<file path="src/rtl/bcd2bin_pkg.sv">
// Shared types and constants for the BCD-to-binary converter.
// The work register holds one 4-bit nibble per BCD digit.
package bcd2bin_pkg;

  typedef enum logic [1:0] {
    IDLE     = 2'd0,
    SHIFT    = 2'd1,
    ADJUST   = 2'd2,
    FINISHED = 2'd3
  } state_t;

  localparam int N_DIGITS = 3;
  localparam int BIN_W    = 10;
  localparam int N_ITER   = 10;
  localparam int WORK_W   = 4 * N_DIGITS;

  function automatic logic isBadDigit(input logic [3:0] digit);
    return digit > 4'd9;
  endfunction

endpackage

</file>
<file path="src/rtl/bcd2bin_if.sv">
// Request/result bundle between a digit-entry requester and the converter.
// start is level-held by the master until done is seen.
interface bcd2bin_if;
  import bcd2bin_pkg::*;

  logic             start;
  logic [3:0]       hundreds;
  logic [3:0]       tens;
  logic [3:0]       ones;
  logic [BIN_W-1:0] bin;
  logic             done;
  logic             err;
  logic             busy;

  modport master (
    output start, hundreds, tens, ones,
    input  bin, done, err, busy
  );

  modport slave (
    input  start, hundreds, tens, ones,
    output bin, done, err, busy
  );

endinterface

</file>
<file path="src/rtl/bcd_nibble_adjust.sv">
// One nibble of the reverse double-dabble correction step.
// A nibble that reached 8+ after a right shift carried a decimal 10 down, so subtract 3.
module bcd_nibble_adjust (
  input  logic [3:0] i_nibble,
  output logic [3:0] o_nibble
);

  assign o_nibble = (i_nibble >= 4'd8) ? (i_nibble - 4'd3) : i_nibble;

endmodule

</file>
<file path="src/rtl/bcd2bin.sv">
// Sequential BCD-to-binary converter: ten shift/adjust rounds move the decimal
// work register into the binary shift register, then the result is published.
module bcd2bin
  import bcd2bin_pkg::*;
(
  input  logic      clk,
  input  logic      nrst,
  bcd2bin_if.slave  bus
);

  localparam logic [1:0] ST_IDLE     = IDLE;
  localparam logic [1:0] ST_SHIFT    = SHIFT;
  localparam logic [1:0] ST_ADJUST   = ADJUST;
  localparam logic [1:0] ST_FINISHED = FINISHED;
  localparam logic [3:0] ITER_LAST   = 4'(N_ITER - 1);

  logic [1:0]        r_state;
  logic [WORK_W-1:0] r_work;
  logic [BIN_W-1:0]  r_sreg;
  logic [BIN_W-1:0]  r_bin;
  logic [3:0]        r_iter;
  logic              r_errPending;
  logic              r_done;
  logic              r_err;
  logic [WORK_W-1:0] w_workAdj;
  logic              w_badInput;

  for (genvar g = 0; g < N_DIGITS; g++) begin : g_adjust
    bcd_nibble_adjust u_adjust (
      .i_nibble (r_work[4*g +: 4]),
      .o_nibble (w_workAdj[4*g +: 4])
    );
  end

  assign w_badInput = isBadDigit(bus.hundreds) | isBadDigit(bus.tens) | isBadDigit(bus.ones);

  // A new request is only taken once the previous done has been acknowledged by start falling.
  always_ff @(posedge clk) begin
    if (!nrst) begin
      r_state      <= ST_IDLE;
      r_work       <= '0;
      r_sreg       <= '0;
      r_bin        <= '0;
      r_iter       <= '0;
      r_errPending <= 1'b0;
      r_done       <= 1'b0;
      r_err        <= 1'b0;
    end else begin
      case (r_state)
        ST_IDLE: begin
          if (bus.start && !r_done) begin
            r_work       <= {bus.hundreds, bus.tens, bus.ones};
            r_sreg       <= '0;
            r_iter       <= '0;
            r_errPending <= w_badInput;
            r_state      <= w_badInput ? ST_FINISHED : ST_SHIFT;
          end else if (!bus.start && r_done) begin
            r_done <= 1'b0;
          end
        end
        ST_SHIFT: begin
          r_sreg  <= {r_work[0], r_sreg[BIN_W-1:1]};
          r_work  <= {1'b0, r_work[WORK_W-1:1]};
          r_state <= ST_ADJUST;
        end
        ST_ADJUST: begin
          r_work  <= w_workAdj;
          r_iter  <= r_iter + 4'd1;
          r_state <= (r_iter == ITER_LAST) ? ST_FINISHED : ST_SHIFT;
        end
        ST_FINISHED: begin
          r_bin   <= r_errPending ? '0 : r_sreg;
          r_err   <= r_errPending;
          r_done  <= 1'b1;
          r_state <= ST_IDLE;
        end
        default: r_state <= ST_IDLE;
      endcase
    end
  end

  assign bus.bin  = r_bin;
  assign bus.done = r_done;
  assign bus.err  = r_err;
  assign bus.busy = (r_state != ST_IDLE);

endmodule

</file>
<file path="src/flat_wrapper.sv">
// flat-port wrapper written by rule: the top's interface ports become plain ports
module bcd2bin_flat import bcd2bin_pkg::*;
  (clk, nrst, bus_start, bus_hundreds, bus_tens, bus_ones, bus_bin, bus_done, bus_err, bus_busy);
  bcd2bin_if bus_i ();
  input  logic clk;
  input  logic nrst;
  input wire logic [$bits(bus_i.start)-1:0] bus_start;
  input wire logic [$bits(bus_i.hundreds)-1:0] bus_hundreds;
  input wire logic [$bits(bus_i.tens)-1:0] bus_tens;
  input wire logic [$bits(bus_i.ones)-1:0] bus_ones;
  output wire logic [$bits(bus_i.bin)-1:0] bus_bin;
  output wire logic [$bits(bus_i.done)-1:0] bus_done;
  output wire logic [$bits(bus_i.err)-1:0] bus_err;
  output wire logic [$bits(bus_i.busy)-1:0] bus_busy;
  assign bus_i.start = bus_start;
  assign bus_i.hundreds = bus_hundreds;
  assign bus_i.tens = bus_tens;
  assign bus_i.ones = bus_ones;
  assign bus_bin = bus_i.bin;
  assign bus_done = bus_i.done;
  assign bus_err = bus_i.err;
  assign bus_busy = bus_i.busy;
  bcd2bin u_core (.clk(clk), .nrst(nrst), .bus(bus_i));
endmodule
</file>
<file path="config.mk">
export PLATFORM = sky130hd
export DESIGN_NAME = bcd2bin_flat
export DESIGN_NICKNAME = d
export VERILOG_FILES = /design/src/rtl/bcd2bin_pkg.sv /design/src/rtl/bcd2bin_if.sv /design/src/rtl/bcd_nibble_adjust.sv /design/src/rtl/bcd2bin.sv /design/src/flat_wrapper.sv
export SDC_FILE = /design/constraint.sdc
export NUM_CORES = 1
export LEC_CHECK = 0
export ABC_AREA = 1
export CAP_MARGIN = 10
export CORE_UTILIZATION = 55
export CTS_BUF_LIST = sky130_fd_sc_hd__clkbuf_2
export DETAILED_ROUTE_END_ITERATION = 8
export PLACE_DENSITY = 0.78
export SETUP_SLACK_MARGIN = 0.5
export SLEW_MARGIN = 20
export SYNTH_ARGS = -nofsm -noshare
export SYNTH_HDL_FRONTEND = slang
export SYNTH_SLANG_ARGS = --single-unit
</file>
<file path="constraint.sdc">
create_clock -name clk -period 1.8 [get_ports clk]
set_input_delay 0.18 -clock clk [delete_from_list [all_inputs] [get_ports clk]]
set_output_delay 0.18 -clock clk [all_outputs]
set_load 0.01 [all_outputs]
</file>
Word-level counts from Yosys, hierarchy flattened
Cells that the tools add are included.
{ "word_totals": {"ff_bits": 41, "latch_bits": 0, "ram_bits": 0, "rom_bits": 0, "input_bits": 15, "output_inout_bits": 13, "elab_cells": 66, "n_memories": 0} }
{ "op_classes": {"n_addsub": 4, "mul": 0, "div": 0, "n_lt_le_gt_ge": 6, "n_eq_ne": 10, "shifts": 0, "mux": 17, "n_bitwise": 2, "n_reduce_logical": 17} }
{ "op_table": {"columns": ["operator", "count"], "rows": [
  ["12-bit one-hot mux with 3 select lines", 1],
  ["10-bit 2-to-1 mux", 2],
  ["10-bit one-hot mux with 2 select lines", 1],
  ["4-bit 2-to-1 mux", 4],
  ["4-bit >= comparator, second input constant", 3],
  ["4-bit greater-than comparator, second input constant", 3],
  ["12-bit 2-to-1 mux", 1],
  ["3-bit AND reduction", 4],
  ["4-bit by 2-bit subtractor with 4-bit output, second input constant", 3],
  ["2-bit != test, second input constant", 4],
  ["2-bit one-hot mux with 4 select lines", 1],
  ["4-bit one-hot mux with 2 select lines", 1],
  ["2-bit nonzero test", 4],
  ["2-bit 2-to-1 mux", 3],
  ["2-bit AND reduction", 3],
  ["4-bit by 1-bit adder with 4-bit output, second input constant", 1],
  ["2-bit == test, second input constant", 2],
  ["4-bit == test, second input constant", 1],
  ["2-bit by 1-bit != test with 1-bit output, second input constant", 2],
  ["3-bit nonzero test", 1],
  ["2-bit by 1-bit == test with 1-bit output, second input constant", 1],
  ["1-bit logical AND", 2],
  ["1-bit logical NOT", 2],
  ["2-bit logical NOT", 1],
  ["3 further kinds", 5]
]} }

Longest topological paths before layout
Gate-level depths: netlist (run 1).
{ "logic_depth": {"depth_word": 6, "depth_mapped": 9, "depth_no_buf": 8} }

Hierarchy
From an unflattened synthesis (run 1), not the netlist that was laid out.
{ "unflattened": {"cells_unflattened": 306, "hier_area_um2": 2190.9} }
{ "by_module_without_submodules": {"columns": ["module", "instances", "cells_per_inst", "area_each_um2"], "rows": [
  ["bcd2bin", 1, 258, 1924.3],
  ["bcd_nibble_adjust", 3, 16, 88.8]
]} }

Worst setup path before layout (run 1)
Ideal clock, no wire load.
{ "synth_path": {"path_kind": "register -> register", "from": "register u_core.r_state[0]", "to": "register u_core.r_work[6]", "setup_ns": 0.115, "arrival_ns": 1.348, "required_time_ns": 1.685, "setup_slack_ns": 0.337, "stages_incl_launch_ff": 9, "n_path_buf": 1, "synth_period_minus_slack_ns": 1.463, "cell_sequence": "dfxtp_1 inv_1 ha_1 inv_1 buf_2 a21oi_1 o21ai_0 a21oi_1 nor2_1"} }
{ "synth_via": {"elab_chain_cells": 3} }
{ "synth_lines": {"columns": ["item", "line", "text"], "rows": [
  ["start: declaration", "bcd2bin.sv:17", "logic [1:0] r_state;"],
  ["start signal: assignment", "bcd2bin.sv:56", "r_state <= w_badInput ? ST_FINISHED : ST_SHIFT;"],
  ["start signal: assignment", "bcd2bin.sv:69", "r_state <= (r_iter == ITER_LAST) ? ST_FINISHED : ST_SHIFT;"],
  ["2-bit == test, or another cell as far along", "bcd2bin.sv:49", "case (r_state)"],
  ["2-bit != test (no source line), or another cell as far along", null, null],
  ["3-bit AND reduction (no source line)", null, null],
  ["end signal: assignment", "bcd2bin.sv:52", "r_work <= {bus.hundreds, bus.tens, bus.ones};"],
  ["end signal: assignment", "bcd2bin.sv:63", "r_work <= {1'b0, r_work[WORK_W-1:1]};"],
  ["end signal: assignment", "bcd2bin.sv:67", "r_work <= w_workAdj;"],
  ["end: declaration", "bcd2bin.sv:18", "logic [WORK_W-1:0] r_work;"]
]} }
Parallel ways exist; a longest one is shown, timed or not.
A chain may end at the register's enable or synchronous reset.

Worst setup path after layout (run 1)
{ "layout_path": {"from": "register u_core.r_state[1]", "to": "register u_core.r_work[6]"} }
Same word-level chain as after synthesis.

==> flow_summary.ini, run 1 <==
[outcome]
outcome = finished clean

[setup_path]
endpoint = u_core.r_work[6]
arrival_ns = 2.03
path_buf_inv = 2
path_class = register to register
crit_start = u_core.r_state[1]
r2r_end = u_core.r_work[6]
slowest_stage = dfxtp_2
critical_path_depth = 7
worstPathMaxFanout = 6
rr_worst_depth = 7
crit_chain = inv_4 -> ha_4 -> clkinvlp_4 -> a21oi_2 -> o21ai_1 -> a21oi_1 -> nor2_1
worstReg2RegStart = u_core.r_state[1]
r2r_slack_ns = 0.12
cp_slowest_stage_delay_ns = 0.42
end_kind = register
cp_data_required_time_ns = 2.15
cp_top_family = compound AO/OA/AOI/OAI gates
worst_setup_path_start_kind = register

[yosys]
avgSynthCellArea_um2 = 6.82
synth_top_family_by_area = simple AND/OR/NAND/NOR gates
async_flop_share_pct = 0
syn_nets = 336
muxShareOfSynthArea_pct = 0
synthXorXnorAreaFrac_pct = 0
ys_top_cells_by_area = dfxtp_1, nand2_1, a21oi_1, inv_1, ha_1
synth_commonest_cells = nand2_1, inv_1, dfxtp_1, a21oi_1, nor2_1
synth-main-ff-cell = dfxtp_1
yosys.area_share.adder_pct = 7.12
synth-warning-count = 0
synth_compound_area_share_pct = 17.6
yosys.area.top_type_share_pct = 38.9
yosys.area.top_type = dfxtp_1
synth_enable_flop_cells = 0
synthCells = 309
syn_area_um2 = 2110
ys_types = 22
synth-simple-area-share_pct = 25.9
yosys_register_bits = 41
yosysMostFrequentCell = nand2_1
seq_area_frac_synth_pct = 38.9

[global_routing]
antenna_found_initial = 0
grt_max_degree = 21
grt_first_pass_wirelength_um = 9660
first_global_vias = 2137
grt_usage_pct = 31.2
grt.overflow.total = 0

[sta]
worstMarginPinSlew_ns = 0.359
drv_slew = 0
hold_ws_ns = 0.419
fin_worst_skew_ns = 0.0264
hold_viol_final = 0
max_freq_ghz = 0.594
rsz0062_at_grt = true
period_needed_ns = 1.68
final-setup-viol-count = 0
fin_tns_setup_ns = 0
final.period_utilization_pct = 93.5
max_slew_margin_pct = 75.9

[clock_tree]
numCtsBuffers = 5
cts.sinks = 41
h-tree-depth = 2
clkLatencyLatePin_ns = 0.45
clockBufferDepth = 2
cts_tree = built
clockRootBuffer = clkbuf_2
postCtsHoldBufs = 0
path_clk_slew_ns = 0.23

[placement]
placed_cells = 382
gp_congestion = 0.870
post-dp-hpwl_um = 3400
io_buffer_count = 27

[floorplanning]
io_pins = 28
start_util_pct = 57.6
die_y_um = 63.9
rows = 22
die_x_um = 63.9
core_area_um2 = 3660
fp.dieArea_um2 = 4090

[cells_and_area]
antennaDiodeCount = 0
layout-drive-gt1-share_pct = 34.3
nets = 396
fin_util_pct = 87.0
stdcell_count = 418
area_delta_synth_final_pct = 51.2

[power]
p_per_area_nw_per_um2 = 1130
leakage_nw = 1.28
peakVddDrop_mv = 0.859

[drt]
routed_wl_um = 7530
routedWlPerCell_um = 18.0
dr.pass1.iters = 5
num_vias = 2489
ant_nets = 0
drtIter0Drc = 223
via_per_inst = 5.95
drc_errors = 0

[hold_path]
min_from = bus_hundreds[2]
hold_class = input pin to register

[job]
max_cap_viol_count = 0
[layout make-up]
cell class / instances / area (um2)
multi-input cells: 213 / 1420
flip-flops and latches: 41 / 838
repair buffers: 59 / 582
fillers: 172 / 474
inverters: 47 / 201
well taps: 48 / 60.1
clock inverters: 3 / 41.3
clock buffers: 5 / 25.0
repair inverters: 2 / 15.0
[power by group]
group / leakage (nW) / switching (mW) / total, mW / internal (mW)
clock: 0.0366 / 0.343 / 0.572 / 0.229
sequential: 0.340 / 0.127 / 1.15 / 1.03
combinational: 0.902 / 1.10 / 1.86 / 0.766
total: 1.28 / 1.57 / 3.59 / 2.02
[kinds of logic after synthesis]
| family | Yosys count |
|---|---|
| and+or+nand+nor | 135 |
| AOI/OAI and AO/OA | 66 |
| buffers and inverters | 55 |
| DFF | 41 |
| adders and majority gates | 12 |
[per-stage QoR]
step / setup WS, ns / area (um2) / power (mW)
after global routing: 0.0934 / 3190 / 3.72
after CTS: 0.348 / 2910 / 3.07
after floorplan: 0.493 / 2150 / 1.88
after global placement: 0.273 / 2490 / 2.11
final: 0.116 / 3190 / 3.59
after detailed placement: 0.220 / 2490 / 2.12
[flip-flops by register name, indices dropped and copies added, names as in the netlist]
name                 cells
u_core.r_work           12
u_core.bus.bin          10
u_core.r_sreg           10
u_core.r_iter            4
u_core.r_state           2
u_core.bus.done          1
u_core.bus.err           1
u_core.r_errPending      1
[cell usage in the layout (no fill, tap or decap), types with 4 or more instances in the layout]
cell / synthesis / layout
clkdlybuf4s50_1: 0 / 14
clkdlybuf4s15_1: 0 / 5
buf_6: 1 / 10
ha_1: 12 / 8
o21ai_0: 10 / 6
inv_1: 46 / 35
clkinvlp_4: 0 / 5
o22ai_2: 0 / 8
a21oi_2: 0 / 14
dfxtp_2: 0 / 14
dfxtp_1: 41 / 27
clkbuf_2: 0 / 5
a21oi_1: 35 / 20
nand3_4: 0 / 4
dlygate4sd2_1: 0 / 7
nand3_1: 18 / 11
o21a_1: 5 / 5
nand2_1: 84 / 69
inv_4: 0 / 5
buf_4: 0 / 19
nand2_2: 1 / 9
o211ai_1: 5 / 5
nand2_4: 0 / 5
nor2_1: 26 / 23
[worst register-to-register path: stages (launching register included)]
cell,delay (ns)
dfxtp_2,0.42
inv_4,0.06
ha_4,0.30
clkinvlp_4,0.21
a21oi_2,0.17
o21ai_1,0.11
a21oi_1,0.23
nor2_1,0.09
[how the worst min path moves through the flow]
stage / end / slack [ns] / cells past startpoint
final: u_core.r_work[10] / 0.42 / 5
after global routing: u_core.r_work[10] / 0.43 / 5
after CTS: u_core.bus.done / 0.39 / 3
after detailed placement: u_core.bus.bin[3] / 0.46 / 2
after global placement: u_core.bus.bin[1] / 0.45 / 2
after floorplan: u_core.r_iter[1] / 0.30 / 1
[per-layer routing]
metal / share of wire [%] / vias to the layer above / global-route usage [%]
li1: - / 1113 / -
met1: 41 / 1186 / 37.7
met2: 46 / 146 / 52.4
met3: 7.7 / 44 / 6.25
met4: 5.0 / 0 / 15.1
met5: 0 / - / 0
[timing repair]
item	in CTS	in global routing
setup buffers	16	10
setup endpoints to repair	50	47
cloned	2	0
pin swaps	18	21
resized for setup	88	49
(Power assumes the default switching activity.)
==> inputs of run 2 (changes only) <==
--- a/config.mk
+++ b/config.mk
@@ -7,10 +7,10 @@
 export LEC_CHECK = 0
 export ABC_AREA = 1
 export CAP_MARGIN = 10
-export CORE_UTILIZATION = 55
-export CTS_BUF_LIST = sky130_fd_sc_hd__clkbuf_2
+export CORE_ASPECT_RATIO = 0.8
+export CORE_UTILIZATION = 54
 export DETAILED_ROUTE_END_ITERATION = 8
-export PLACE_DENSITY = 0.78
+export PLACE_DENSITY = 0.76
 export SETUP_SLACK_MARGIN = 0.5
 export SLEW_MARGIN = 20
 export SYNTH_ARGS = -nofsm -noshare
==> flow_summary.ini, run 2 (same netlist as run 1, synthesis figures left out) <==
[sta]
fin_tns_setup_ns = 0
fin_ws_ns = 0.283
rsz0062_at_grt = true
fin_worst_skew_ns = 0.00568
hold_viol_final = 0
final-setup-viol-count = 0
period_needed_ns = 1.52
drv_slew = 0
worstMarginPinSlew_ns = 0.319
max_freq_ghz = 0.659
final.period_utilization_pct = 84.3
max_slew_margin_pct = 78.5

[floorplanning]
die_x_um = 71.9
io_pins = 28
die_y_um = 57.9
start_util_pct = 58.7
fp.dieArea_um2 = 4160
rows = 19
core_area_um2 = 3590

[setup_path]
worst_setup_path_start_kind = register
path_class = register to register
arrival_ns = 1.70
path_buf_inv = 2
end_kind = register
slowest_stage = dfxtp_4
cp_top_family = flip-flops
crit_chain = inv_4 -> ha_4 -> clkinvlp_4 -> a21oi_1 -> nand3_1 -> nand2_1 -> a21oi_1
cp_data_required_time_ns = 1.98
cpMostUsedCell = a21oi_1
worstPathMaxFanout = 6
cp_slowest_stage_delay_ns = 0.38

[job]
max_cap_viol_count = 0

[global_routing]
first_global_vias = 1972
antenna_found_initial = 0
grt.overflow.total = 0
grt_first_pass_wirelength_um = 8960
grt_usage_pct = 27.9
grt_max_degree = 15

[cells_and_area]
fin_util_pct = 83.6
stdcell_count = 410
layout-drive-gt1-share_pct = 25.1
area_delta_synth_final_pct = 42.3
regMostFlops = u_core.r_work
largest_register_ff_count = 12
multi_input_area_um2 = 1350
fillers = 228
mostFrequentLayoutCell = nand2_1
mostFrequentLayoutCells = nand2_1, dfxtp_1, inv_1, a21oi_1, nor2_1
antennaDiodeCount = 0
ff_latch_area_um2 = 828
nets = 385

[clock_tree]
path_clk_slew_ns = 0.08
clockBufferDepth = 2
clkLatencyLatePin_ns = 0.30
cts_tree = built
clockRootBuffer = clkbuf_8
cts.sinks = 41
postCtsHoldBufs = 0
h-tree-depth = 2
numCtsBuffers = 5

[drt]
drtIter0Drc = 192
via_per_inst = 5.51
routedWlPerCell_um = 15.8
num_vias = 2258
routed_wl_um = 6470
dr.pass1.iters = 6
drc_errors = 0
ant_nets = 0

[placement]
pre_cts_slack_ns = 0.210
placed_cells = 387
post-dp-hpwl_um = 3530
gp_congestion = 0.862
io_buffer_count = 27

[hold_path]
hold_class = register to register

[power]
power_mw = 3.40
peakVddDrop_mv = 0.774
p_per_area_nw_per_um2 = 1130
leakage_nw = 1.23

[outcome]
outcome = finished clean
-- run 2: cell count changes in the layout (fill, tap and decap cells not counted), sizes merged --
cell	change
buf	-11
dlygate4sd2	+5
clkdlybuf4s15	-5
inv	-1
-- run 2: final cells by class --
cell class / count / share of cell area [%]
Timing Repair inverter: 2 / 0.500
Timing Repair Buffer: 48 / 14.7
Inverter: 47 / 6.59
Sequential cell: 41 / 27.6
Multi-Input combinational cell: 213 / 45.0
Clock inverter: 2 / 1.17
Tap cell: 52 / 2.17
Clock buffer: 5 / 2.29
-- run 2: stage by stage --
step,instance area [um2],hold slack (ns)
4_1_cts,2760,0.464
3_3_place_gp,2490,0.450
6_report,3000,0.463
2_1_floorplan,2150,0.298
5_1_grt,3000,0.479
3_5_place_dp,2490,0.454
-- run 2: where the power goes --
| part | switching (mW) | total (mW) | internal, mW |
|---|---|---|---|
| Sequential | 0.114 | 1.14 | 1.03 |
| Combinational | 0.936 | 1.54 | 0.604 |
| Clock | 0.316 | 0.719 | 0.403 |
| Total | 1.37 | 3.40 | 2.03 |
-- run 2: worst paths after layout --
check / start / to / slack (ns) / cells after the start
max: u_core.r_state[0] / u_core.r_work[7] / 0.28 / 7
max reg2reg: u_core.r_state[0] / u_core.r_work[7] / 0.28 / 7
min: u_core.bus.bin[3] / u_core.bus.bin[3] / 0.46 / 2
min reg2reg: u_core.bus.bin[3] / u_core.bus.bin[3] / 0.46 / 2
-- run 2: per-layer routing --
metal	up-vias	share of wire, %	GRT usage, %
met1	1050	43	38.6
met3	19	6.6	5.39
met5	-	0	0
met4	0	2.4	7.00
met2	97	48	45.3
li1	1092	-	-
-- run 2: worst register-to-register path: cells and delay by family, from the launching register on --
kind | cells | cell delay (ns)
buf+inv | 2 | 0.23
flops | 1 | 0.38
compound gates | 2 | 0.27
fa+ha+maj | 1 | 0.33
simple gates | 2 | 0.21
-- run 2: repair_timing --
action | 4_1_cts | 5_1_grt
pin swaps | 10 | 14
cloned | 2 | 0
setup buffers | 9 | 5
setup endpoints to repair | 49 | 38
hold endpoints to repair | 0 | 0
resized for setup | 46 | 49
